**config.mk**
```make
export PLATFORM = sky130hd
export DESIGN_NAME = line_window_buf
export DESIGN_NICKNAME = d
export VERILOG_FILES = /design/src/rtl/line_window_buf.sv
export SDC_FILE = /design/constraint.sdc
export NUM_CORES = 2
export LEC_CHECK = 0
export BUFFER_PORTS_ARGS = -buffer_cell sky130_fd_sc_hd__buf_4
export CAP_MARGIN = 20
export CORE_MARGIN = 2
export CORE_UTILIZATION = 45
export CTS_CLUSTER_SIZE = 40
export DETAILED_ROUTE_END_ITERATION = 16
export PLACE_DENSITY = 0.67
export SYNTH_ARGS = -nofsm -noshare
export SYNTH_HDL_FRONTEND = slang
export SYNTH_SLANG_ARGS = --single-unit
export TNS_END_PERCENT = 1
```
**constraint.sdc**
```tcl
create_clock -name clk -period 27.2 [get_ports clk]
set_clock_uncertainty 0.1 [all_clocks]
set_input_delay 0 -clock clk [delete_from_list [all_inputs] [get_ports clk]]
set_output_delay 0 -clock clk [all_outputs]
set_load 0.01 [all_outputs]
```
**src/rtl/line_window_buf.sv**
```systemverilog
// Sliding window column over ROWS raster lines built from cascaded one-line circular delay lines.
// Outputs registered 1 clk after each accepted pixel; din_valid low stalls all state (no output backpressure).
module line_window_buf #(
    parameter int DATA_W   = 1,
    parameter int LINE_LEN = 640,
    parameter int ROWS     = 3
) (
    input  logic                        clk,
    input  logic                        rst_n,
    input  logic                        sof,
    input  logic                        din_valid,
    input  logic [DATA_W-1:0]           din,
    output logic [ROWS*DATA_W-1:0]      col_out,
    output logic                        col_valid,
    output logic [$clog2(LINE_LEN)-1:0] col_x,
    output logic [15:0]                 row_y
);

    localparam int PW = $clog2(LINE_LEN);
    localparam int NL = ROWS - 1;

    logic [DATA_W-1:0]      mem [NL][LINE_LEN];
    logic [DATA_W-1:0]      tap [NL];

    logic [PW-1:0]          ptr;
    logic [15:0]            line_cnt;
    logic [NL-1:0]          mask;

    logic [PW-1:0]          rd_ptr;
    logic [15:0]            cur_line;
    logic [NL-1:0]          cur_mask;
    logic                   last_col;
    logic [PW-1:0]          ptr_nxt;
    logic [15:0]            line_nxt;
    logic [NL-1:0]          mask_nxt;
    logic [ROWS*DATA_W-1:0] col_nxt;

    // sof takes effect on the same cycle, so a coincident pixel lands at column 0 of line 0
    always_comb begin
        rd_ptr   = sof ? '0 : ptr;
        cur_line = sof ? '0 : line_cnt;
        cur_mask = sof ? '0 : mask;
        last_col = (rd_ptr == PW'(LINE_LEN - 1));
        ptr_nxt  = last_col ? '0 : rd_ptr + 1'b1;
        line_nxt = cur_line;
        mask_nxt = cur_mask;
        if (last_col) begin
            if (cur_line != 16'hFFFF) begin
                line_nxt = cur_line + 16'd1;
            end
            mask_nxt = NL'({cur_mask, 1'b1});
        end
    end

    // Combinational read of the pre-write word gives read-before-write on a shared address
    always_comb begin
        for (int k = 0; k < NL; k++) begin
            tap[k] = mem[k][rd_ptr];
        end
    end

    // Fill mask hides stale RAM contents from earlier frames
    always_comb begin
        col_nxt                = '0;
        col_nxt[DATA_W-1:0]    = din;
        for (int k = 1; k < ROWS; k++) begin
            if (cur_mask[k-1]) begin
                col_nxt[k*DATA_W +: DATA_W] = tap[k-1];
            end
        end
    end

    always_ff @(posedge clk) begin
        if (din_valid) begin
            mem[0][rd_ptr] <= din;
            for (int k = 1; k < NL; k++) begin
                mem[k][rd_ptr] <= tap[k-1];
            end
        end
    end

    always_ff @(posedge clk or negedge rst_n) begin
        if (!rst_n) begin
            ptr       <= '0;
            line_cnt  <= '0;
            mask      <= '0;
            col_out   <= '0;
            col_valid <= 1'b0;
            col_x     <= '0;
            row_y     <= '0;
        end else begin
            col_valid <= 1'b0;
            if (din_valid) begin
                ptr       <= ptr_nxt;
                line_cnt  <= line_nxt;
                mask      <= mask_nxt;
                col_out   <= col_nxt;
                col_valid <= (cur_line >= 16'(NL));
                col_x     <= rd_ptr;
                row_y     <= cur_line;
            end else if (sof) begin
                ptr      <= '0;
                line_cnt <= '0;
                mask     <= '0;
            end
        end
    end

endmodule

```
# Word level (Yosys, flattened, before mapping)
# Memory sizes are Yosys's and may differ from the RTL's.
# Index checks and enable logic that the tools add are counted.
[totals]
register_bits = 58
ramBits = 1280
input_bits = 5
out_inout_bits = 30
wordCells = 40
n_memories = 1
[classes]
n_addsub = 2
n_lt_le_gt_ge = 3
n_eq_ne = 2
n_mux = 23
bitwise_logic = 1
n_reduce_logical = 1
[memory_table]
columns = ["memory", "words", "width", "rd", "rd_clocked_by_memory_dff", "write_ports", "line_no", "rtl"]
rows = [
  ["mem", 2, 640, 2, 0, 2, "22", "logic [DATA_W-1:0] mem [NL][LINE_LEN];"],
]
[ops]
columns = ["op", "count"]
rows = [
  ["$mux W640", 1],
  ["$mux W16", 4],
  ["$mux W10", 3],
  ["$bmux W1 S10", 2],
  ["$add A16 B1 Y16 const B", 1],
  ["$ge A16 B2 Y1 const B", 1],
  ["$ne A16 B16 Y1 const B", 1],
  ["$ge A11 B11 Y1 const B", 1],
  ["$lt A11 B1 Y1 const B", 1],
  ["$not A10 Y11", 1],
  ["$add A10 B1 Y10 const B", 1],
  ["$demux W1 S10", 1],
  ["$eq A10 B10 Y1 const B", 1],
  ["$mux W1", 9],
  ["$mux W2", 3],
  ["$logic_and A1 B1 Y1", 1],
]

# Depth between registers and ports, before layout
[logic_depth]
depth_word = 7
depth_mapped = 19
depth_no_buf = 13

# Worst setup path after synthesis
# OpenSTA, ideal clock, no wires.
[synth_path]
kind = "flip-flop to flip-flop"
startpoint = "register ptr[0]"
endpoint = "memory mem[0][1000] (netlist name) (data pin)"
setup_time_ns = 3.449
arrival_ns = 18.561
required_time_ns = 23.651
path_slack_ns = 5.091
stages_incl_launch_ff = 16
n_path_buf = 5
synth_period_minus_slack_ns = 22.109
cell_sequence = "dfrtp_1 -> buf_6 -> nand2b_4 -> buf_6 -> clkinv_4 -> buf_12 -> buf_12 -> buf_6 -> mux2i_1 -> a221o_1 -> o32ai_1 -> a31oi_1 -> o21a_1 -> nor4_1 -> nor3_1 -> o21bai_1"
[synth_rtl]
columns = ["element", "line_no", "rtl"]
rows = [
  ["from (decl)", "25", "logic [PW-1:0] ptr;"],
  ["from (signal assigned)", "94", "ptr <= ptr_nxt;"],
  ["to (decl)", "22", ""],
]

==> flow_summary_export.csv <==
group,metric,value,unit
placed_design,io_buffers,34,
drt,vias_per_cell,6.44,
die,die_height,357,um
cells_and_area,nFillCells,10400,
drt,wl,180000,um
critical_path,path_cells,"nand2b_4 -> inv_8 -> buf_12 -> nand2_1 -> a32oi_1 -> o21ai_0 -> or3_1 -> o311a_1 -> nor4_1 -> o21bai_4 -> buf_4 -> buf_4 -> buf_4",
cells_and_area,seq_area,39900,um2
global_routing,grt_antenna_before_repair,11,
power,ir_drop,0.0456,mV
logic_synthesis,synthArstFlopShare,4.33,%
sta,period_needed,7450,ps
sta,report.final.hold_viol_count,0,
logic_synthesis,synth.yosys.seq_area_share,71.2,%
logic_synthesis,netlist_area,56000,um2
power,pwr_density_cell,70.2,nW/um2
logic_synthesis,yosysWarnings,0,
sta,tns,0,ps
critical_path,cp_common_cell,"buf_4",
drt,ant_nets,0,
power,p_total,4.39,mW
sta,slew_violations,0,
cells_and_area,final_nets,3938,
global_routing,grt_max_degree,253,
sta,slew_headroom,15.9,%
sta,setup_violations,0,
cells_and_area,drive_gt1_share,13.5,%
drt,firstDrtPassIters,6,
cts,cts_sinks,1338,
run,maxCapViolCount,0,
logic_synthesis,synth_edf_count,1280,
cts,clk_latency,760,ps
critical_path,slowest_stage,"buf_4",
logic_synthesis,synth_ff_type,"edfxtp_1",
placed_design,place.detailed.hpwl,105000,um
global_routing,grt_pass1_wl,255000,um
placed_design,dp_cells,5414,
logic_synthesis,synth.distinct_cells,90,
cts,post_cts_buffers,0,
critical_path,worstPathArrival,7750,ps
cts,tritoncts,"built",
critical_path,critPathKind,"reg -> reg",
status,status,"completed",
die,core-area,124000,um2
die,start_util,45.3,%
cells_and_area,mostFrequentLayoutCell,"edfxtp_1",
logic_synthesis,syn-instance-count,3934,
sta,fmax,134,MHz
die,die_area,127000,um2
global_routing,track_usage,28.1,%
power,p_leak,19.7,nW
drt,drt_iter0_drc,6073,
cts,cts_max_path_buffers,3,
critical_path,worst-path-max-fanout,105,
logic_synthesis,avgSynthCellArea,14.2,um2
placed_design,gp_congestion,0.905,
die,fp-row-count,129,
drt,drc_errors,0,
logic_synthesis,ys_ff_latch,1338,
critical_path,end_kind,"flip-flop",
drt,wl_per_cell,31.7,um
sta,holdWs,124,ps
cts,cts_made_buffers,138,
sta,tightest_slew,1260,ps
cts,cts_root_buf,"clkbuf_16",
global_routing,grt_overflow_total,0,
min_path,hold_class,"in -> reg",
critical_path,worstSetupStartpointType,"flip-flop",
cells_and_area,stdcell_count,5670,
sta,fin_crit_sh,27.4,%
global_routing,grt_pass1_vias,35400,
cts,clk_pin_slew_worst_paths,60,ps
cells_and_area,syn2layout_area_growth,11.6,%
critical_path,cp.required,27500,ps
die,pin_count,35,
drt,via_count,36500,
critical_path,critPathMaxStageDelay,860,ps
cells_and_area,multiInputGateArea,14700,um2
sta,rsz0062_at_grt,"false",
cts,htreeDepth,4,
die,die_w,357,um
cells_and_area,layout_common_cells,"edfxtp_1, nor2_1, nand2_1",
logic_synthesis,synth_nets,3945,
==> power by group <==
group          internal [mW]  switching [mW]  leakage [nW]
Combinational         0.0651           0.171          5.28
Clock                   1.07           0.787          2.13
Sequential              2.29         0.00637          12.3
Total                   3.42           0.965          19.7
==> routing by layer <==
metal  global-route usage, %  share of wire, %  routed length, um
met1                    36.8                36              64000
met2                    42.5                45              80500
met3                    8.10                13              24100
met4                    14.9               6.1              10900
met5                       0             0.056                101
==> cells in the mapped netlist (6+ instances only) <==
cell type	n	area [um2]
a211oi_1	53	398
a21o_1	7	52.6
a21oi_1	112	561
a221o_1	11	110
a221oi_1	40	350
a22oi_1	24	180
a31oi_1	43	269
a32oi_1	11	96.3
and2_1	8	50.1
and3_1	7	43.8
buf_1	18	67.6
buf_2	59	295
buf_4	31	233
buf_6	12	135
clkbuf_1	186	698
dfrtp_1	58	1450
edfxtp_1	1280	38400
ha_1	6	75.1
inv_1	20	75.1
mux2_2	52	586
mux2i_1	187	1870
mux4_1	10	263
mux4_2	89	2000
nand2_1	318	1190
nand2b_1	21	131
nand3_1	96	480
nand4_1	24	150
nor2_1	728	2730
nor2b_1	55	344
nor3_1	28	140
nor4_1	16	100
o2111ai_1	8	70.1
o211ai_1	19	143
o21ai_0	79	395
o221ai_1	19	166
o22ai_1	61	382
o311a_1	10	100
xnor2_1	10	87.6
xor2_1	12	105
==> cells by family after synthesis <==
kind of cell | share of synthesized area [%]
fa+ha+maj | 0.134
flops | 71.2
mux | 8.44
buf+inv | 2.80
compound gates | 6.83
xor+xnor | 0.344
simple gates | 10.2
==> cell type report <==
class / instances / share of cell area, %
clock buffer: 183 / 6.03
sequential: 1338 / 63.8
timing repair buffer: 162 / 2.27
antenna: 5 / 0.0200
inverter: 23 / 0.154
tap: 1637 / 3.28
clock inverter: 58 / 0.927
multi-input combinational: 2264 / 23.5
==> flip-flops by register name, summed over array words and instances, names as in the netlist <==
register / flops
col_out: 3
col_valid: 1
col_x: 10
line_cnt: 16
mask: 2
mem: 1280
ptr: 10
row_y: 16
==> worst paths after layout <==
path,slack (ps),depth (start not counted),start,endpoint
min in group asynchronous,230,4,rst_n,line_cnt[1]$_DFF_PN0_
max,19750,13,ptr[0]$_DFF_PN0_,mem[0][872]$_DFFE_PP_
min reg2reg,410,1,col_x[8]$_DFFE_PN0P_,col_x[8]$_DFFE_PN0P_
max in group asynchronous,26450,4,rst_n,ptr[2]$_DFF_PN0_
max reg2reg,19750,13,ptr[0]$_DFF_PN0_,mem[0][872]$_DFFE_PP_
min,120,3,din_valid,col_x[5]$_DFFE_PN0P_
==> critical path, delay by kind of cell, from the launching register on <==
| kind | cells | cell delay [ps] |
|---|---|---|
| simple gates | 4 | 1690 |
| compound gates | 4 | 770 |
| flops | 1 | 800 |
| buf+inv | 5 | 3390 |
==> per-stage QoR <==
step / cell area, um2 / setup slack [ps] / utilization (%)
final: 62500 / 19750 / 50.6
after global routing: 62500 / 19430 / 50.5
after CTS: 62400 / 19310 / 50.5
after detailed placement: 58000 / 19360 / 46.9
after global placement: 57900 / 19360 / 46.8
after floorplan: 56000 / 5090 / -
==> timing repair <==
| item | CTS | global route |
|---|---|---|
| hold endpoints to repair | 286 | 0 |
| resized for setup | 0 | 0 |
| hold buffers | 6 | 0 |
Note: power is estimated with default switching activity, not from simulation.
